===== config.mk =====
export PLATFORM = sky130hd
export DESIGN_NAME = serial_adder
export DESIGN_NICKNAME = d
export VERILOG_FILES = /design/src/rtl/serial_adder.sv
export SDC_FILE = /design/constraint.sdc
export NUM_CORES = 1
export LEC_CHECK = 0
export CORE_UTILIZATION = 55
export DETAILED_ROUTE_END_ITERATION = 16
export PLACE_DENSITY = 0.85
export SLEW_MARGIN = 20
export SYNTH_ARGS = -nofsm -noshare
export SYNTH_HDL_FRONTEND = slang
export SYNTH_SLANG_ARGS = --single-unit

===== constraint.sdc =====
create_clock -name clk -period 3.3 [get_ports clk]
set_clock_uncertainty 0.1 [all_clocks]
set_input_delay 0.825 -clock clk [delete_from_list [all_inputs] [get_ports clk]]
set_output_delay 0.825 -clock clk [all_outputs]
set_load 0.02 [all_outputs]

===== src/rtl/serial_adder.sv =====
// ============================================================================
// Module   : serial_adder
// Purpose  : Bit-serial WIDTH-bit adder (one full-adder cell plus carry FF),
//            LSB first, with start/busy/done handshake.
// Option   : define SERIAL_ADD_CIN_EN to add the cin port (result a+b+cin).
// Revision : 1.0 - initial release
// ============================================================================
`default_nettype none

module serial_adder #(
  parameter int WIDTH = 8
) (
  input  logic             clk,
  input  logic             rst,
  input  logic             start,
  input  logic [WIDTH-1:0] a,
  input  logic [WIDTH-1:0] b,
`ifdef SERIAL_ADD_CIN_EN
  input  logic             cin,
`endif
  output logic             busy,
  output logic             done,
  output logic [WIDTH-1:0] sum,
  output logic             carry
);

  localparam int unsigned CNT_W = (WIDTH > 1) ? $clog2(WIDTH) : 1;
  localparam logic [CNT_W-1:0] LAST_BIT = CNT_W'(WIDTH - 1);

  if (WIDTH < 2 || WIDTH > 32) begin : g_width_check
    $error("serial_adder: WIDTH must be in 2..32");
  end

  typedef enum logic [1:0] {
    IDLE  = 2'd0,
    SHIFT = 2'd1,
    DONE  = 2'd2
  } state_t;

  state_t           state;
  logic [WIDTH-1:0] ra;
  logic [WIDTH-1:0] rb;
  logic [WIDTH-1:0] psum;
  logic             c;
  logic [CNT_W-1:0] cnt;

  logic             bit_sum;
  logic             bit_carry;
  logic             carry_init;
  logic [WIDTH-1:0] psum_next;

  // The single full-adder cell shared by every bit position
  assign bit_sum   = ra[0] ^ rb[0] ^ c;
  assign bit_carry = (ra[0] & rb[0]) | (ra[0] & c) | (rb[0] & c);
  assign psum_next = {bit_sum, psum[WIDTH-1:1]};

`ifdef SERIAL_ADD_CIN_EN
  assign carry_init = cin;
`else
  assign carry_init = 1'b0;
`endif

  always_ff @(posedge clk) begin
    if (rst) begin
      state <= IDLE;
      ra    <= '0;
      rb    <= '0;
      psum  <= '0;
      c     <= 1'b0;
      cnt   <= '0;
      busy  <= 1'b0;
      done  <= 1'b0;
      sum   <= '0;
      carry <= 1'b0;
    end else begin
      case (state)
        IDLE: begin
          done <= 1'b0;
          if (start) begin
            ra    <= a;
            rb    <= b;
            c     <= carry_init;
            cnt   <= '0;
            psum  <= '0;
            busy  <= 1'b1;
            state <= SHIFT;
          end
        end
        SHIFT: begin
          ra   <= ra >> 1;
          rb   <= rb >> 1;
          psum <= psum_next;
          c    <= bit_carry;
          // Outputs change only here, so sum/carry hold the previous result during SHIFT
          if (cnt == LAST_BIT) begin
            sum   <= psum_next;
            carry <= bit_carry;
            done  <= 1'b1;
            state <= DONE;
          end else begin
            cnt <= cnt + CNT_W'(1);
          end
        end
        DONE: begin
          done  <= 1'b0;
          busy  <= 1'b0;
          state <= IDLE;
        end
        default: begin
          done  <= 1'b0;
          busy  <= 1'b0;
          state <= IDLE;
        end
      endcase
    end
  end

endmodule

`default_nettype wire


==> run_results.csv <==
group,metric,value,unit
logic_synthesis,synthSimpleGateAreaFrac,13.5,%
cts,ctsResizeCount,0,
flow_run,cap_violations,0,
detailed_routing,drt_iter0_drc,49,
logic_synthesis,synthAdderAreaFrac,3.37,%
cells_and_area,area_growth,19.8,%
pwr,p_switching,0.000229,W
floorplanning,fp.dieW,57.8,um
logic_synthesis,synth_edf_count,0,
detailed_routing,route.detailed.drc,1,
cts,insertion_delay,360,ps
timing,fin_tns_setup,0,ps
status,violations,"design-rule violations",
detailed_routing,wl_per_cell,15.0,um
cts,clk_pin_slew,110,ps
worst_setup_path,crit_required,3450,ps
timing,fin_crit,2300,ps
pwr,comb_power_share,10.5,%
cells_and_area,final_cell_mix,"dfxtp_1, clkdlybuf4s50_1, a21oi_1",
global_routing,overflow,0,
worst_setup_path,end_kind,"flip-flop",
cts,cts_buffers,5,
cells_and_area,drive_gt1_share,8.81,%
timing,hold_violations,0,
logic_synthesis,synth_mux_area_share,5.93,%
cts,cts_buffer_depth,2,
detailed_routing,routed_wl,3360,um
logic_synthesis,synth_compound_area_share,24.8,%
place,dp_cells,216,
global_routing,grt_max_degree,28,
pwr,p_int,0.000713,W
cells_and_area,final_nets,215,
place,routabilityCongestion,0.738,
worst_setup_path,crit_path_max_fanout,27,
timing,fmax,0.436,GHz
pwr,switching_share,24.3,%
detailed_routing,via_per_inst,6.06,
global_routing,grt_pass1_wl,5660,um
logic_synthesis,synthesis.instances,167,
cells_and_area,n_antenna_cell,0,
pwr,power.leakage,0.831,nW
cts,post-cts-setup-buffer-count,0,
floorplanning,die_h,57.8,um
detailed_routing,dr.pass1.iters,10,
detailed_routing,routed-via-count,1357,
cts,holdBufCountCts,0,
cells_and_area,nFillCells,222,
floorplanning,num_rows,19,
cts,root_buffer,"clkbuf_4",
timing,timing.final.crit_share,69.6,%
floorplanning,die_area,3340,um2
pwr,ir_drop,283,uV
logic_synthesis,yosysWarnings,0,
timing,finalSetupViolCount,0,
place,port_buffers,29,
detailed_routing,ant_nets,0,
global_routing,antenna_found_initial,0,
timing,rsz0062_at_grt,"false",
logic_synthesis,synth_top_family_by_area,"compound AO/OA/AOI/OAI gates",
cells_and_area,fin_cells,224,
logic_synthesis,synth_xor_area_share,0,%
worst_setup_path,worstSetupPathType,"input pin to flip-flop",
logic_synthesis,ys_types,34,
logic_synthesis,ys_ff_latch,40,
status,status,"complete, but fails checks",
pwr,power.share.sequential,55.2,%
worst_setup_path,cp-start-kind,"input pin",
pwr,total_power,0.000943,W
timing,worst_slew_pin_slew,733,ps
place,dp_hpwl,2250,um
cts,tritoncts,"built",
logic_synthesis,syn_nets,190,
logic_synthesis,synth_area_per_cell,10.2,um2
cts,cts-htree-levels,2,
pwr,clock_power_share,34.3,%
worst_setup_path,cp.arrival,2450,ps
logic_synthesis,netlist_area,1710,um2
global_routing,grt_pass1_vias,1335,
hold_path,hp-class,"flip-flop to flip-flop",
cells_and_area,final_common_cell,"dfxtp_1",
cells_and_area,final_util,71.8,%
logic_synthesis,synthFlopType,"dfxtp_1",
cts,cts.sinks,40,
floorplanning,start_util,60.0,%
logic_synthesis,ys_async_sr_fraction,0,%
timing,slew_headroom,51.0,%
pwr,power_density,460,nW/um2
floorplanning,fp.coreArea,2850,um2
logic_synthesis,yosysSeqAreaShare,46.8,%
global_routing,grt_usage,22.5,%
floorplanning,ioPinCount,30,
timing,slew_viol_final,0,
==> per-stage QoR <==
step / cell area [um2] / hold slack [ps] / worst slack [ps]
after floorplan: 1710 / 342 / 1650
after detailed placement: 1970 / 366 / 629
final: 2050 / 388 / 1000
after global placement: 1970 / 356 / 692
after CTS: 2050 / 385 / 1030
after global routing: 2050 / 412 / 920
==> path summary, 6_finish.rpt <==
check | slack (ps) | startpoint | endpoint | depth (start not counted)
max | 1000 | start | cnt[0] | 4
max reg2reg | 1270 | state[1] | psum[1] | 3
min | 390 | ra[7] | ra[7] | 2
min reg2reg | 390 | ra[7] | ra[7] | 2
==> cell type report <==
cell class | instances | area [um2] | area share (%)
inverters | 3 | 11.3 | 0.549
repair buffers | 31 | 305 | 14.9
clock inverters | 3 | 42.5 | 2.08
well taps | 31 | 38.8 | 1.89
flip-flops and latches | 40 | 801 | 39.1
multi-input cells | 111 | 813 | 39.7
clock buffers | 5 | 37.5 | 1.83
==> power by group through the flow <==
stage               clock, W  sequential, W  combinational [W]
CTS                 0.000323       0.000520          0.0000992
detailed placement         0       0.000531          0.0000985
floorplan                  0       0.000528          0.0000660
global route        0.000352       0.000524           0.000110
finish              0.000323       0.000521          0.0000987
global placement           0       0.000530          0.0000941
==> metal layers <==
layer,vias to the layer above,GRT usage [%],routed length (um)
li1,671,-,-
met1,645,28.0,1590
met2,33,35.0,1580
met3,8,5.13,131
met4,0,15.3,68
met5,-,0,0
==> synth_stat cells, types with 3 or more instances <==
cell type  instances  area [um2]
a21oi_1           17        85.1
a22o_1            10        87.6
buf_2              5        25.0
buf_6              3        33.8
dfxtp_1           40         801
ha_1               3        37.5
mux2i_1            9        90.1
nor2_1            14        52.6
o21a_1             3        22.5
o21ai_0           12        60.1
o221ai_1          12         105
or3b_1            10        87.6
==> critical path, cell delays in order <==
cell,delay (ps)
clkdlybuf4s50_1,940
or2_4,270
a31oi_2,120
mux2_2,290
==> sequential cells by signal, summed over array words and instances, names as in the netlist <==
signal / flops
ra: 8
c: 1
cnt: 3
sum: 8
done: 1
psum: 7
state: 2
rb: 8
carry: 1
busy: 1
==> logic make-up (layout without fill, tap and decap cells) <==
kind of cell,count (synthesis),count (layout)
multiplexers,10,10
AO/OA/AOI/OAI,60,60
buffers and inverters,16,42
AND/OR/NAND/NOR,37,37
adder cells (fa/ha/maj),4,4
flip-flops,40,40
(Power assumes the default switching activity.)
